`src/rtl/uart_tx_arbiter.sv`:
```
// uart_tx_arbiter
// Shares the 56-bit UART TX frame port between three frame producers
// (register reply, ADS1292 data, MPR121 data). Each producer owns a one-frame
// holding slot; a frame is granted by fixed priority (REG first), then
// ADS/MPR round-robin. The block waits for the downstream to finish each
// frame before it issues the next one.
//
// Ports:
//   i_CLK, i_RSTN                   clock, async active-low reset
//   i_<SRC>_DATA/_VALID, o_<SRC>_READY   producer slots (SRC = REG, ADS, MPR)
//   o_UART_DATA_TX/_VALID, i_UART_DATA_TX_READY   downstream frame handshake
//   i_CLR_ERR                       clears o_TX_TIMEOUT (and drop counter)
//   o_TX_TIMEOUT                    sticky timeout flag
//   o_HDR_ERR                       1-cycle pulse when a frame is discarded
//   o_GRANT                         owner: 0 none, 1 REG, 2 ADS, 3 MPR
//   o_BUSY                          arbiter not idle
//   o_DROP_CNT                      only with UART_TX_ARB_DROP_CNT_EN defined:
//                                   saturating count of discards + timeouts
//
// state   | meaning
// ST_IDLE | no frame in flight; pick a winner from the full slots
// ST_REQ  | frame presented with VALID, waiting for downstream acceptance
// ST_WAIT | frame accepted, waiting for downstream to report idle again
module uart_tx_arbiter #(
  parameter int unsigned           TMO_W      = 16,
  parameter logic [TMO_W-1:0]      TMO_CYCLES = 16'd40000
) (
  input  logic        i_CLK,
  input  logic        i_RSTN,
  input  logic [55:0] i_REG_DATA,
  input  logic        i_REG_VALID,
  output logic        o_REG_READY,
  input  logic [55:0] i_ADS_DATA,
  input  logic        i_ADS_VALID,
  output logic        o_ADS_READY,
  input  logic [55:0] i_MPR_DATA,
  input  logic        i_MPR_VALID,
  output logic        o_MPR_READY,
  output logic [55:0] o_UART_DATA_TX,
  output logic        o_UART_DATA_TX_VALID,
  input  logic        i_UART_DATA_TX_READY,
  input  logic        i_CLR_ERR,
  output logic        o_TX_TIMEOUT,
  output logic        o_HDR_ERR,
  output logic [1:0]  o_GRANT,
`ifdef UART_TX_ARB_DROP_CNT_EN
  output logic [7:0]  o_DROP_CNT,
`endif
  output logic        o_BUSY
);

  typedef enum logic [1:0] {ST_IDLE, ST_REQ, ST_WAIT} state_t;

  state_t             state_q, state_d;
  logic [2:0]         full_q;        // [0] REG, [1] ADS, [2] MPR
  logic [55:0]        reg_data_q, ads_data_q, mpr_data_q;
  logic [55:0]        tx_data_q, tx_data_d;
  logic               tx_valid_q, tx_valid_d;
  logic [1:0]         grant_q, grant_d;
  logic               rr_ads_q, rr_ads_d;  // 1: next ADS/MPR tie goes to ADS
  logic [TMO_W-1:0]   cnt_q, cnt_d;
  logic               first_q, first_d;    // first ST_WAIT cycle
  logic               tmo_q, hdr_err_q;
  logic [2:0]         clr_slot;
  logic               tmo_evt, tmo_hit;
  logic               reg_cap, ads_cap, mpr_cap;
  logic               reg_ok, ads_ok, mpr_ok;
  logic               hdr_evt;

  assign o_REG_READY = ~full_q[0];
  assign o_ADS_READY = ~full_q[1];
  assign o_MPR_READY = ~full_q[2];

  assign reg_cap = i_REG_VALID & ~full_q[0];
  assign ads_cap = i_ADS_VALID & ~full_q[1];
  assign mpr_cap = i_MPR_VALID & ~full_q[2];
  assign reg_ok  = (i_REG_DATA[55:48] == 8'h61) | (i_REG_DATA[55:48] == 8'h6D);
  assign ads_ok  = (i_ADS_DATA[55:48] == 8'hAA);
  assign mpr_ok  = (i_MPR_DATA[55:48] == 8'h6D);
  assign hdr_evt = (reg_cap & ~reg_ok) | (ads_cap & ~ads_ok) | (mpr_cap & ~mpr_ok);

  // Capture and clear never collide: capture needs an empty slot, clear a full one.
  always_ff @(posedge i_CLK or negedge i_RSTN) begin
    if (!i_RSTN) begin
      full_q     <= 3'b000;
      reg_data_q <= '0;
      ads_data_q <= '0;
      mpr_data_q <= '0;
    end else begin
      if (reg_cap && reg_ok) begin
        full_q[0]  <= 1'b1;
        reg_data_q <= i_REG_DATA;
      end else if (clr_slot[0]) begin
        full_q[0]  <= 1'b0;
      end
      if (ads_cap && ads_ok) begin
        full_q[1]  <= 1'b1;
        ads_data_q <= i_ADS_DATA;
      end else if (clr_slot[1]) begin
        full_q[1]  <= 1'b0;
      end
      if (mpr_cap && mpr_ok) begin
        full_q[2]  <= 1'b1;
        mpr_data_q <= i_MPR_DATA;
      end else if (clr_slot[2]) begin
        full_q[2]  <= 1'b0;
      end
    end
  end

  always_ff @(posedge i_CLK or negedge i_RSTN) begin
    if (!i_RSTN) begin
      state_q    <= ST_IDLE;
      tx_data_q  <= '0;
      tx_valid_q <= 1'b0;
      grant_q    <= 2'd0;
      rr_ads_q   <= 1'b1;
      cnt_q      <= '0;
      first_q    <= 1'b0;
      tmo_q      <= 1'b0;
      hdr_err_q  <= 1'b0;
    end else begin
      state_q    <= state_d;
      tx_data_q  <= tx_data_d;
      tx_valid_q <= tx_valid_d;
      grant_q    <= grant_d;
      rr_ads_q   <= rr_ads_d;
      cnt_q      <= cnt_d;
      first_q    <= first_d;
      hdr_err_q  <= hdr_evt;
      if (tmo_evt)        tmo_q <= 1'b1;
      else if (i_CLR_ERR) tmo_q <= 1'b0;
    end
  end

  // cnt_q counts completed ST_REQ/ST_WAIT cycles, so the abort happens on the
  // TMO_CYCLES-th cycle spent in those states.
  assign tmo_hit = (cnt_q == TMO_CYCLES - 1'b1);

  always_comb begin
    state_d    = state_q;
    tx_data_d  = tx_data_q;
    tx_valid_d = tx_valid_q;
    grant_d    = grant_q;
    rr_ads_d   = rr_ads_q;
    cnt_d      = cnt_q;
    first_d    = first_q;
    clr_slot   = 3'b000;
    tmo_evt    = 1'b0;
    case (state_q)
      ST_IDLE: begin
        if (|full_q) begin
          state_d    = ST_REQ;
          tx_valid_d = 1'b1;
          cnt_d      = '0;
          if (full_q[0]) begin
            grant_d   = 2'd1;
            tx_data_d = reg_data_q;
          end else if (full_q[1] && (rr_ads_q || !full_q[2])) begin
            grant_d   = 2'd2;
            tx_data_d = ads_data_q;
            rr_ads_d  = 1'b0;
          end else begin
            grant_d   = 2'd3;
            tx_data_d = mpr_data_q;
            rr_ads_d  = 1'b1;
          end
        end
      end
      ST_REQ: begin
        cnt_d = cnt_q + 1'b1;
        if (i_UART_DATA_TX_READY) begin
          tx_valid_d = 1'b0;
          state_d    = ST_WAIT;
          first_d    = 1'b1;
          case (grant_q)
            2'd1:    clr_slot = 3'b001;
            2'd2:    clr_slot = 3'b010;
            2'd3:    clr_slot = 3'b100;
            default: clr_slot = 3'b000;
          endcase
        end else if (tmo_hit) begin
          // slot kept full; it is retried on the next ST_IDLE decision
          tmo_evt    = 1'b1;
          tx_valid_d = 1'b0;
          grant_d    = 2'd0;
          state_d    = ST_IDLE;
        end
      end
      ST_WAIT: begin
        cnt_d   = cnt_q + 1'b1;
        first_d = 1'b0;
        // ready seen in the first cycle is still the pre-acceptance level
        if (!first_q && i_UART_DATA_TX_READY) begin
          grant_d = 2'd0;
          state_d = ST_IDLE;
        end else if (tmo_hit) begin
          tmo_evt = 1'b1;
          grant_d = 2'd0;
          state_d = ST_IDLE;
        end
      end
      default: state_d = ST_IDLE;
    endcase
  end

  assign o_UART_DATA_TX       = tx_data_q;
  assign o_UART_DATA_TX_VALID = tx_valid_q;
  assign o_GRANT              = grant_q;
  assign o_TX_TIMEOUT         = tmo_q;
  assign o_HDR_ERR            = hdr_err_q;
  assign o_BUSY               = (state_q != ST_IDLE);

`ifdef UART_TX_ARB_DROP_CNT_EN
  logic [7:0] drop_q;
  logic [8:0] drop_sum;

  assign drop_sum = {1'b0, (i_CLR_ERR ? 8'd0 : drop_q)} + {8'd0, hdr_evt} + {8'd0, tmo_evt};

  always_ff @(posedge i_CLK or negedge i_RSTN) begin
    if (!i_RSTN)          drop_q <= 8'd0;
    else if (drop_sum[8]) drop_q <= 8'hFF;
    else                  drop_q <= drop_sum[7:0];
  end

  assign o_DROP_CNT = drop_q;
`endif

endmodule

```
`config.mk`:
```
export PLATFORM = sky130hd
export DESIGN_NAME = uart_tx_arbiter
export DESIGN_NICKNAME = d
export VERILOG_FILES = /design/src/rtl/uart_tx_arbiter.sv
export SDC_FILE = /design/constraint.sdc
export NUM_CORES = 1
export LEC_CHECK = 0
export BUFFER_PORTS_ARGS = -buffer_cell sky130_fd_sc_hd__buf_2
export CORE_AREA = 2 2 140 142
export CTS_CLUSTER_SIZE = 40
export DETAILED_ROUTE_END_ITERATION = 10
export DIE_AREA = 0 0 142 144
export HOLD_SLACK_MARGIN = 0.15
export PLACE_DENSITY_LB_ADDON = 0.05
export SKIP_LAST_GASP = 1
export SLEW_MARGIN = 20
export SYNTH_ARGS = -nofsm -noshare
export SYNTH_HDL_FRONTEND = slang
export SYNTH_SLANG_ARGS = --single-unit
```
`constraint.sdc`:
```
create_clock -name i_CLK -period 4.52 [get_ports i_CLK]
set_input_delay 0.452 -clock i_CLK [delete_from_list [all_inputs] [get_ports i_CLK]]
set_output_delay 0.452 -clock i_CLK [all_outputs]
set_load 0.02 [all_outputs]
```
### Word level (Yosys, flattened, before mapping)

Cells that the tools add are included.

| storage, ports and cells | value |
|---|---|
| flip-flop bits (word level) | 252 |
| bits of input ports | 175 |
| word-level logic and storage cells | 109 |

| operators by class | value |
|---|---|
| add/subtract/negate cells | 1 |
| equal/unequal tests | 14 |
| multiplexer cells | 38 |
| bitwise gates (word level) | 15 |
| reductions and logical operators | 26 |

Operator list:

| kind | number |
|---|---|
| $mux 56 | 2 |
| $pmux 16 s2 | 1 |
| $eq 8x7->1 const B | 3 |
| $mux 2 | 9 |
| $mux 1 | 17 |
| $add 16x1->16 const B | 1 |
| $eq 16x16->1 const B | 1 |
| $mux 16 | 1 |
| $reduce_bool 2->1 | 8 |
| $pmux 2 s3 | 2 |
| $pmux 3 s3 | 1 |
| $reduce_and 3->1 | 3 |
| $eq 8x8->1 const B | 1 |
| $and 1x1->1 | 6 |
| $eq 2x2->1 const B | 3 |
| $mux 3 | 2 |
| $ne 2x2->1 const B | 3 |
| $not 1->1 | 6 |
| $pmux 1 s2 | 3 |
| $reduce_and 2->1 | 3 |
| $logic_and 1x1->1 | 5 |
| $eq 2x1->1 const B | 2 |
| $ne 3x3->1 const B | 1 |
| $or 1x1->1 | 3 |
| 6 further kinds | 7 |

### Longest topological paths before layout

Gate-level depths: netlist (run 1).

| logic depth | value |
|---|---|
| depth in word-level cells | 7 |
| mapped depth | 8 |
| gate-level depth less buffers | 6 |

### Least setup slack after synthesis (run 1)

Ideal clock, no wire load.

| timing path | value |
|---|---|
| path type | register -> register |
| from | register state_q[0] |
| to | register tx_data_q[44] (netlist: o_UART_DATA_TX[44]) |
| arrival | 1.714 ns |
| required time | 4.384 ns |
| slack | 2.669 ns |
| cell stages (with the launch flop) | 9 |
| path buffers | 2 |
| clock period less this slack | 1.851 ns |
| cell sequence | dfrtp_1 > inv_1 > ha_1 > inv_1 > nor2_1 > o21ai_1 > clkbuf_1 > clkbuf_1 > o21ai_0 |

| on the way | value |
|---|---|
| longest elaborated chain between the ends | 2 |

Ends and longest elaborated chain:

| element | line | RTL |
|---|---|---|
| start, declared | 54 | `state_t state_q, state_d;` |
| start signal, assigned | 123 | `state_q <= state_d;` |
| $logic_not 2->1 | 150 | `case (state_q)` |
| $reduce_and 2->1 (no line) | -- |  |
| end signal, assigned | 124 | `tx_data_q <= tx_data_d;` |
| end, declared | 57 | `logic [55:0] tx_data_q, tx_data_d;` |

No other way between the ends.
A chain may end at the register's enable or synchronous reset.

### Worst setup path after layout (run 1)

| timing path | value |
|---|---|
| from | register state_q[0] |
| to | register tx_data_q[28] (netlist: o_UART_DATA_TX[28]) |

Same word-level chain as after synthesis.

==> impl_metrics.sql, run 1 <==
INSERT INTO impl_metrics (metric_group, metric, value, unit) VALUES
('pwr', 'power_leakage', '0.00744', 'uW'),
('yosys', 'yosysSeqAreaShare', '58.7', '%'),
('sta', 'timing.final.max_slew_violations', '0', ''),
('yosys', 'asyncSetResetFlopFracSynth', '100', '%'),
('detailed_routing', 'first_pass_iters', '5', ''),
('clocking', 'clock_sink_count', '252', ''),
('sta', 'final.setup.worst_slack', '1.98', 'ns'),
('pwr', 'share_seq_of_total_power', '40.7', '%'),
('grt', 'antenna_found_initial', '3', ''),
('worst_setup_path', 'cp.arrival', '2.99', 'ns'),
('sta', 'rsz0062_at_grt', 'no', ''),
('floorplanning', 'floorplan.initialDensity', '56.3', '%'),
('clocking', 'worstSkewPairLatency', '0.53', 'ns'),
('detailed_routing', 'drt_iter0_markers', '337', ''),
('clocking', 'cts.reportedPaths.clkPinSlew', '0.06', 'ns'),
('sta', 'timing.final.setup_violations', '0', ''),
('detailed_routing', 'drt_drc_violations_left', '0', ''),
('sta', 'finalHoldViolCount', '0', ''),
('yosys', 'yosys.cell_count.top_type', 'dfrtp_1', ''),
('pwr', 'peakVddDrop', '0.296', 'mV'),
('layout', 'area_growth_syn_to_layout', '30.7', '%'),
('sta', 'max_freq', '393', 'MHz'),
('detailed_routing', 'antenna_violating_nets_post_route', '0', ''),
('detailed_routing', 'vias', '7690', ''),
('yosys', 'synthDistinctLibCells', '55', ''),
('yosys', 'yosysWarnings', '0', ''),
('floorplanning', 'die_x', '142', 'um'),
('sta', 'hold_ws', '0.165', 'ns'),
('grt', 'groute.usage.overall', '25.8', '%'),
('worst_setup_path', 'worst-r2r-cell-count', '7', ''),
('yosys', 'synthesis.instances', '793', ''),
('pwr', 'power_per_cell_area', '488', 'nW/um^2'),
('worst_hold_path', 'hp-class', 'input port to flip-flop', ''),
('clocking', 'cts.root.buffer_cell', 'clkbuf_16', ''),
('placement', 'pre_cts_ws', '1.77', 'ns'),
('yosys', 'mappedNetlistArea', '10700', 'sq um'),
('floorplanning', 'core_area', '19100', 'sq um'),
('worst_setup_path', 'critical_path.endpoint_type', 'flip-flop', ''),
('yosys', 'synthesis.nets', '973', ''),
('sta', 'worst_slew_pin_slew', '1.08', 'ns'),
('clocking', 'cts_htree_levels', '1', ''),
('grt', 'grt_util_met2', '44.0', '%'),
('floorplanning', 'die-area', '20400', 'sq um'),
('clocking', 'cts_hold_buf', '96', ''),
('pwr', 'power.share.switching', '31.3', '%'),
('yosys', 'syn_area_per_cell', '13.5', 'sq um'),
('floorplanning', 'chipHeight', '144', 'um'),
('clocking', 'cts_tree', 'built', ''),
('sta', 'period_share', '56.3', '%'),
('grt', 'gr-total-overflow', '0', ''),
('grt', 'grt_max_degree', '119', ''),
('layout', 'final_cells', '1380', ''),
('worst_setup_path', 'worstReg2RegEnd', 'o_UART_DATA_TX[28]', ''),
('grt', 'globalRoute.busiestLayer', 'met2', ''),
('pwr', 'combPwrFrac', '24.8', '%'),
('yosys', 'synth_seq_cells', '252', ''),
('worst_setup_path', 'worst_ep_required_time', '4.97', 'ns'),
('yosys', 'synth.largest_area_cell', 'dfrtp_1', ''),
('worst_hold_path', 'min_delay_worst_endpoint', 'ads_data_q[11]', ''),
('pwr', 'cellInternalPower', '4700', 'uW'),
('yosys', 'synth_ff_type', 'dfrtp_1', ''),
('worst_setup_path', 'critical_path.reg2reg.startpoint', 'state_q[0]', ''),
('worst_hold_path', 'timing.hold.worst_path_depth', '2', ''),
('grt', 'grt_pass1_wl', '42000', 'um'),
('placement', 'io_buffer_count', '239', ''),
('clocking', 'clock_path_buffers', '3', ''),
('sta', 'layout_min_cycle_time', '2.54', 'ns'),
('layout', 'finish.instance_area', '14000', 'sq um'),
('floorplanning', 'placement_rows', '51', ''),
('sta', 'slew_headroom', '27.6', '%'),
('outcome', 'outcome', 'completed', '');
==> power groups by stage <==
stage,registers (uW),logic [uW],clock network (uW)
floorplan,3010,826,0
global placement,2810,1610,0
detailed placement,2820,1630,0
CTS,2780,1700,2400
global route,2820,1850,2500
finish,2790,1700,2370
==> flip-flops by register name, summed over array words and instances (netlist names) <==
signal and cells:
o_UART_DATA_TX 56, o_UART_DATA_TX_VALID 1, cnt_q 16, ads_data_q 56, rr_ads_q 1, reg_data_q 56
o_GRANT 2, o_TX_TIMEOUT 1, first_q 1, state_q 2, mpr_data_q 56, o_HDR_ERR 1
full_q 3
==> worst max path at each step <==
| stage | slack [ns] | end | from | cells past startpoint |
|---|---|---|---|---|
| global route | 1.79 | o_UART_DATA_TX[4] | state_q[0] | 7 |
| finish | 1.98 | o_UART_DATA_TX[28] | state_q[0] | 7 |
| detailed placement | 1.77 | reg_data_q[40] | i_REG_DATA[50] | 5 |
| floorplan | 2.67 | o_UART_DATA_TX[44] | state_q[0] | 8 |
| global placement | 1.83 | reg_data_q[28] | i_REG_DATA[50] | 5 |
| CTS | 1.99 | o_UART_DATA_TX[28] | state_q[0] | 7 |
==> placed cells by master, fill, tap and decap left out, types with 11 or more instances in the layout <==
cell type	netlist	routed
dfrtp_1	251	251
buf_2	16	238
mux2_2	124	124
dlygate4sd3_1	0	97
mux2i_1	57	57
a22oi_1	56	56
o21ai_0	51	51
clkbuf_16	0	27
mux2_4	23	23
nand2_1	23	22
o21ai_1	21	19
nand3_1	13	12
nand2b_1	11	11
==> metal layers <==
layer | up-vias | wire length [um]
met5 | - | 0
met4 | 0 | 625
met3 | 47 | 1570
met2 | 224 | 13100
met1 | 3852 | 11200
li1 | 3567 | -
==> logic make-up after synthesis <==
family	Yosys count	share of synthesized area, %
DFF	252	58.7
muxes	204	21.5
AOI/OAI and AO/OA	160	9.47
and+or+nand+nor	111	6.49
buffers and inverters	59	3.05
adders and majority gates	5	0.582
xor gates and xnor gates	2	0.163
==> metrics by stage <==
| stage | util [%] | total power [uW] |
|---|---|---|
| after floorplan | - | 3840 |
| after global placement | 63.5 | 4410 |
| after detailed placement | 63.5 | 4450 |
| after CTS | 73.5 | 6880 |
| after global routing | 73.6 | 7170 |
| final | 73.6 | 6850 |
==> cell type report <==
type	instances	area, sq um
Sequential cell	252	6310
Fill cell	1290	5040
Multi-Input combinational cell	482	4150
Timing Repair Buffer	347	2280
Clock buffer	36	739
Tap cell	238	298
Clock inverter	11	209
Inverter	11	41.3
Antenna cell	3	7.51
==> worst max-delay path: stages (launching register included) <==
cell and delay (ns):
dfrtp_1 0.42, inv_1 0.10, ha_1 0.26, inv_1 0.16
nor2_4 0.84, buf_4 0.41, a22oi_1 0.12, o21ai_1 0.12
No activity file was read; power rests on OpenSTA's default activity.
==> run 2, diff against run 1 <==
CORE_AREA = 2 2 145 147   (was 2 2 140 142)
DIE_AREA = 0 0 147 149   (was 0 0 142 144)
clock period = 2.6 ns   (was 4.52 ns; I/O delays follow)
==> impl_metrics.sql, run 2 (synthesis results as in run 1) <==
INSERT INTO impl_metrics (metric_group, metric, value, unit) VALUES
('detailed_routing', 'met3_wirelength', '1590', 'um'),
('clocking', 'worstSkewPairLatency', '0.54', 'ns'),
('placement', 'dp_wirelength', '16200', 'um'),
('placement', 'gp_routability_congestion', '0.787', ''),
('detailed_routing', 'final_wirelength', '26700', 'um'),
('clocking', 'cts.root.buffer_cell', 'clkbuf_16', ''),
('pwr', 'power_per_cell_area', '801', 'nW/um^2'),
('worst_setup_path', 'worst_ep_required_time', '3.02', 'ns'),
('layout', 'fillCellCount', '1406', ''),
('layout', 'post-route-util', '71.8', '%'),
('worst_hold_path', 'min_delay_worst_endpoint', 'o_HDR_ERR', ''),
('clocking', 'cts_htree_levels', '1', ''),
('detailed_routing', 'drt_iter0_markers', '367', ''),
('grt', 'grt_max_degree', '76', ''),
('floorplanning', 'placement_rows', '53', ''),
('layout', 'layout-drive-gt1-share', '38.8', '%'),
('floorplanning', 'design.portCount', '240', ''),
('grt', 'gr-total-overflow', '0', ''),
('sta', 'hold_ws', '0.251', 'ns'),
('detailed_routing', 'vias', '7893', ''),
('sta', 'skew', '0.00942', 'ns'),
('worst_setup_path', 'path_max_fanout', '2', ''),
('floorplanning', 'core_area', '20600', 'sq um'),
('worst_setup_path', 'setup.reg_to_reg.worst_slack', '0.43', 'ns'),
('grt', 'via_count_of_the_first_global_routing_pass', '8258', ''),
('layout', 'antenna-diode-count', '0', ''),
('sta', 'rsz0062_at_grt', 'no', ''),
('detailed_routing', 'drt_drc_violations_left', '0', ''),
('floorplanning', 'die-area', '21900', 'sq um'),
('floorplanning', 'die_x', '147', 'um'),
('detailed_routing', 'antenna_violating_nets_post_route', '0', ''),
('detailed_routing', 'detail_route.wl_per_cell', '18.0', 'um'),
('clocking', 'clock_path_buffers', '3', ''),
('pwr', 'peakVddDrop', '0.672', 'mV'),
('sta', 'finalSetupTns', '0', 'ns'),
('worst_hold_path', 'hp-class', 'input port to flip-flop', ''),
('layout', 'area_growth_syn_to_layout', '37.4', '%'),
('clocking', 'number_of_buffers_inserted_to_repair_setup_after_cts', '0', ''),
('sta', 'finalHoldViolCount', '0', ''),
('sta', 'slew_headroom', '39.5', '%'),
('worst_hold_path', 'hold_path_startpoint', 'i_ADS_VALID', ''),
('outcome', 'outcome', 'completed', ''),
('sta', 'max_freq', '410', 'MHz'),
('worst_setup_path', 'critical_path.endpoint_type', 'flip-flop', ''),
('sta', 'timing.final.setup_violations', '0', ''),
('grt', 'grt_pass1_wl', '42900', 'um'),
('worst_setup_path', 'critical_path.most_common_cell', 'dlygate4sd3_1', ''),
('grt', 'antenna_found_initial', '0', ''),
('worst_setup_path', 'crit_path_max_incr_delay', '0.62', 'ns'),
('worst_setup_path', 'worst_path_max_delay_cell', 'dlygate4sd3_1', ''),
('sta', 'worst_slew_pin_slew', '0.905', 'ns'),
('detailed_routing', 'met2_wire_len', '13000', 'um'),
('clocking', 'cts.reportedPaths.clkPinSlew', '0.06', 'ns'),
('pwr', 'power_leakage', '0.00773', 'uW'),
('worst_setup_path', 'critical_path.reg2reg.startpoint', 'state_q[0]', ''),
('worst_setup_path', 'worst-r2r-cell-count', '7', ''),
('worst_setup_path', 'worstReg2RegEnd', 'o_UART_DATA_TX[50]', ''),
('sta', 'timing.final.max_slew_violations', '0', ''),
('clocking', 'clock_sink_count', '252', ''),
('layout', 'mostFrequentLayoutCell', 'dfrtp_1', ''),
('worst_setup_path', 'path_type_of_the_worst_setup_path', 'input port to flip-flop', ''),
('detailed_routing', 'first_pass_iters', '4', ''),
('worst_setup_path', 'cp.arrival', '2.86', 'ns'),
('clocking', 'cts-buffers-inserted', '28', ''),
('layout', 'most-common-layout-cells', '251 x dfrtp_1, 238 x buf_2, 154 x dlygate4sd3_1, 124 x mux2_2, 57 x mux2i_1', ''),
('grt', 'groute.usage.overall', '24.3', '%'),
('layout', 'num-nets-final', '1366', ''),
('clocking', 'cts_tree', 'built', ''),
('flow_run', 'cap_viol_max_count', '0', ''),
('floorplanning', 'floorplan.initialDensity', '52.3', '%'),
('detailed_routing', 'highest_layer', 'met4', ''),
('layout', 'finish.instance_area', '14800', 'sq um'),
('floorplanning', 'chipHeight', '149', 'um'),
('worst_setup_path', 'crit_path_cell_trace', 'dlygate4sd3_1 -> buf_2 -> nor4bb_2 -> dlygate4sd3_1 -> nand2_1 -> dlygate4sd3_1 -> a211o_1', ''),
('worst_setup_path', 'crit_path_start_kind', 'input port', ''),
('detailed_routing', 'via_density', '5.33', ''),
('worst_hold_path', 'timing.hold.worst_path_depth', '3', ''),
('placement', 'io_buffer_count', '239', ''),
('sta', 'period_share', '93.8', '%'),
('sta', 'layout_min_cycle_time', '2.44', 'ns'),
('placement', 'post_dp_cell_area', '12300', 'sq um'),
('detailed_routing', 'met1Wirelength', '11400', 'um');
-- run 2: cell types whose count changed in the layout (fill, tap and decap cells not counted), sizes merged --
cell | before | now
bufinv | 6 | 2
clkinv | 4 | 6
diode | 3 | 0
buf | 250 | 257
clkbuf | 36 | 40
dlygate4sd3 | 97 | 154
-- run 2: how the worst max path moves through the flow --
stage / from / to / slack [ns]
finish: i_ADS_DATA[50] / o_HDR_ERR / 0.16
global route: i_ADS_DATA[50] / o_HDR_ERR / 0.02
CTS: i_ADS_DATA[50] / o_HDR_ERR / 0.11
detailed placement: state_q[0] / o_UART_DATA_TX[50] / 0.47
global placement: state_q[0] / o_UART_DATA_TX[44] / 0.53
floorplan: state_q[0] / o_UART_DATA_TX[44] / 0.75
-- run 2: critical path: cells and delay by family --
kind                   cells  cell delay (ns)
AO/OA/AOI/OAI              1             0.25
buffers and inverters      4             1.86
AND/OR/NAND/NOR            2             0.47
-- run 2: report_power, final --
group	switching (uW)	total, uW	internal [uW]
clock network	1560	3900	2340
logic	1860	3080	1220
registers	362	4840	4480
total	3780	11800	8040
-- run 2: stage by stage --
step | std cells | total power [uW] | setup slack (ns)
6_report | 1480 | 11800 | 0.162
4_1_cts | 1480 | 11900 | 0.113
2_1_floorplan | 793 | 6680 | 0.749
5_1_grt | 1480 | 12400 | 0.0188
3_5_place_dp | 1277 | 7810 | 0.471
3_3_place_gp | 1277 | 7750 | 0.531
-- run 2: final cells by class --
class,count,area [sq um],area share [%]
Sequential cell,252,6310,42.7
Multi-Input combinational cell,482,4170,28.2
Timing Repair Buffer,411,2980,20.2
Clock buffer,40,806,5.46
Tap cell,275,344,2.33
Clock inverter,9,110,0.746
Inverter,11,41.3,0.280
-- run 2: metal layers --
layer | vias up | global-route usage [%]
li1 | 3697 | -
met2 | 226 | 41.9
met3 | 52 | 5.75
met1 | 3918 | 31.2
met5 | - | 0
met4 | 0 | 6.59
-- run 2: what timing repair did --
item                       CTS  global route
hold endpoints to repair   402             0
resized for setup            0             1
hold buffers               154             0
setup endpoints to repair    0             1
==> run 3, diff against run 2 <==
BUFFER_PORTS_ARGS = not set   (was -buffer_cell sky130_fd_sc_hd__buf_2)
CORE_AREA = 4 4 136 138   (was 2 2 145 147)
DIE_AREA = 0 0 140 142   (was 0 0 147 149)
DONT_BUFFER_PORTS = 1   (was not set)
==> impl_metrics.sql, run 3 (synthesis results as in run 1) <==
INSERT INTO impl_metrics (metric_group, metric, value, unit) VALUES
('clocking', 'post_cts.resized_instances', '0', ''),
('clocking', 'cts-buffers-inserted', '26', ''),
('sta', 'max_freq', '428', 'MHz'),
('detailed_routing', 'final_wirelength', '26300', 'um'),
('floorplanning', 'chipHeight', '142', 'um'),
('floorplanning', 'placement_rows', '48', ''),
('detailed_routing', 'antenna_violating_nets_post_route', '0', ''),
('floorplanning', 'die_x', '140', 'um'),
('worst_setup_path', 'critical_path.endpoint_type', 'flip-flop', ''),
('worst_setup_path', 'worst-r2r-cell-count', '7', ''),
('pwr', 'peakVddDrop', '0.621', 'mV'),
('sta', 'layout_min_cycle_time', '2.33', 'ns'),
('sta', 'timing.final.setup_violations', '0', ''),
('worst_setup_path', 'path_type_of_the_worst_setup_path', 'input port to flip-flop', ''),
('clocking', 'clock_path_buffers', '3', ''),
('floorplanning', 'design.portCount', '240', ''),
('layout', 'fillCellCount', '1046', ''),
('worst_setup_path', 'path_max_fanout', '2', ''),
('sta', 'hold_ws', '-0.555', 'ns'),
('pwr', 'power_leakage', '0.00664', 'uW'),
('sta', 'period_share', '89.8', '%'),
('detailed_routing', 'via_density', '5.96', ''),
('layout', 'finish.instance_area', '13300', 'sq um'),
('worst_setup_path', 'crit_path_max_incr_delay', '0.61', 'ns'),
('outcome', 'outcome', 'finished, violations left', ''),
('grt', 'grt_pass1_wl', '42300', 'um'),
('detailed_routing', 'drt_iter0_markers', '412', ''),
('layout', 'area_growth_syn_to_layout', '24.1', '%'),
('detailed_routing', 'highest_layer', 'met4', ''),
('worst_setup_path', 'critical_path.most_common_cell', 'dlygate4sd3_1', ''),
('grt', 'antenna_found_initial', '0', ''),
('worst_setup_path', 'setup.reg_to_reg.worst_slack', '0.44', 'ns'),
('detailed_routing', 'met3_wirelength', '1860', 'um'),
('detailed_routing', 'first_pass_iters', '4', ''),
('detailed_routing', 'detail_route.wl_per_cell', '22.2', 'um'),
('grt', 'via_count_of_the_first_global_routing_pass', '7716', ''),
('placement', 'gp_routability_congestion', '0.864', ''),
('layout', 'most-common-layout-cells', '251 x dfrtp_1, 154 x dlygate4sd3_1, 124 x mux2_2, 57 x mux2i_1, 56 x a22oi_1', ''),
('detailed_routing', 'met2_wire_len', '13500', 'um'),
('sta', 'finalSetupTns', '0', 'ns'),
('detailed_routing', 'drt_drc_violations_left', '0', ''),
('sta', 'slew_headroom', '29.7', '%'),
('sta', 'worst_slew_pin_slew', '1.05', 'ns'),
('worst_setup_path', 'cp.arrival', '2.72', 'ns'),
('pwr', 'power_per_cell_area', '832', 'nW/um^2'),
('detailed_routing', 'vias', '7066', ''),
('worst_setup_path', 'crit_path_start_kind', 'input port', ''),
('layout', 'post-route-util', '77.6', '%'),
('worst_setup_path', 'crit_path_cell_trace', 'dlygate4sd3_1 -> nor4bb_1 -> dlygate4sd3_1 -> nand2_1 -> dlygate4sd3_1 -> a211o_1', ''),
('floorplanning', 'floorplan.initialDensity', '62.5', '%'),
('layout', 'layout-drive-gt1-share', '23.3', '%'),
('floorplanning', 'core_area', '17200', 'sq um'),
('clocking', 'cts_htree_levels', '1', ''),
('flow_run', 'cap_viol_max_count', '0', ''),
('sta', 'finalHoldViolCount', '252', ''),
('clocking', 'number_of_buffers_inserted_to_repair_setup_after_cts', '0', ''),
('clocking', 'cts_tree', 'built', ''),
('worst_setup_path', 'crit_path_to', 'o_HDR_ERR', ''),
('sta', 'timing.final.max_slew_violations', '0', ''),
('clocking', 'clock_sink_count', '252', ''),
('grt', 'grt_max_degree', '253', ''),
('pwr', 'design_power_total', '11100', 'uW'),
('worst_setup_path', 'critical_path.reg2reg.startpoint', 'state_q[0]', ''),
('worst_setup_path', 'worst_ep_required_time', '2.99', 'ns'),
('placement', 'post_dp_cell_area', '10900', 'sq um'),
('outcome', 'violations', 'negative hold slack', ''),
('detailed_routing', 'met1Wirelength', '10200', 'um'),
('clocking', 'worstSkewPairLatency', '0.51', 'ns'),
('worst_setup_path', 'worst_path_max_delay_cell', 'dlygate4sd3_1', ''),
('worst_hold_path', 'hp-class', 'input port to asynchronous set/reset pin', ''),
('clocking', 'cts.root.buffer_cell', 'clkbuf_16', ''),
('worst_setup_path', 'worstReg2RegEnd', 'o_UART_DATA_TX[4]', ''),
('placement', 'io_buffer_count', '0', ''),
('grt', 'groute.usage.overall', '26.4', '%'),
('sta', 'skew', '0.0104', 'ns'),
('grt', 'gr-total-overflow', '0', ''),
('layout', 'num-nets-final', '1120', ''),
('worst_setup_path', 'crit_path_start', 'i_ADS_DATA[52]', ''),
('clocking', 'cts.reportedPaths.clkPinSlew', '0.06', 'ns'),
('sta', 'rsz0062_at_grt', 'no', ''),
('placement', 'dp_wirelength', '16400', 'um'),
('clocking', 'cts_hold_buf', '154', ''),
('floorplanning', 'die-area', '19900', 'sq um'),
('layout', 'mostFrequentLayoutCell', 'dfrtp_1', '');
==> run 3: cell count changes in the layout (fill, tap and decap cells not counted), sizes merged <==
cell      delta
buf        -244
bufinv       -1
clkbuf       -5
clkinv       +4
clkinvlp     +1
diode        +1
==> run 3: layout make-up <==
cell class,instances,area (sq um),area share [%]
tap,225,282,2.11
multi-input combinational,482,4150,31.2
clock inverter,13,96.3,0.723
antenna,1,2.50,0.0188
timing repair buffer,167,1690,12.7
clock buffer,35,756,5.67
inverter,11,41.3,0.310
sequential,252,6310,47.3
==> run 3: metal layers <==
layer | track usage [%] | up-vias
met3 | 7.12 | 60
li1 | - | 3206
met1 | 33.1 | 3552
met4 | 7.50 | 0
met5 | 0 | -
met2 | 45.7 | 248
==> run 3: per-stage QoR <==
stage	worst slack (ns)	std cells
3_3_place_gp	0.565	983
3_5_place_dp	0.467	983
4_1_cts	0.335	1185
2_1_floorplan	0.749	793
6_report	0.266	1186
5_1_grt	0.226	1185
==> run 3: critical path, delay by kind of cell <==
family,cells,cell delay [ns]
buffers and inverters,3,1.73
AND/OR/NAND/NOR,2,0.45
AO/OA/AOI/OAI,1,0.28
==> run 3: where the power goes <==
| group | total, uW | internal, uW | switching, uW | leakage (uW) |
|---|---|---|---|---|
| sequential | 5410 | 4480 | 938 | 0.00344 |
| combinational | 2040 | 897 | 1140 | 0.00277 |
| clock | 3630 | 2140 | 1490 | 0.000430 |
==> run 3: how the worst min path moves through the flow <==
stage | to | cells past startpoint | from
detailed placement | cnt_q[5] | 0 | i_RSTN
floorplan | ads_data_q[0] | 0 | i_RSTN
CTS | cnt_q[3] | 0 | i_RSTN
finish | cnt_q[3] | 0 | i_RSTN
global placement | cnt_q[5] | 0 | i_RSTN
global route | cnt_q[0] | 0 | i_RSTN
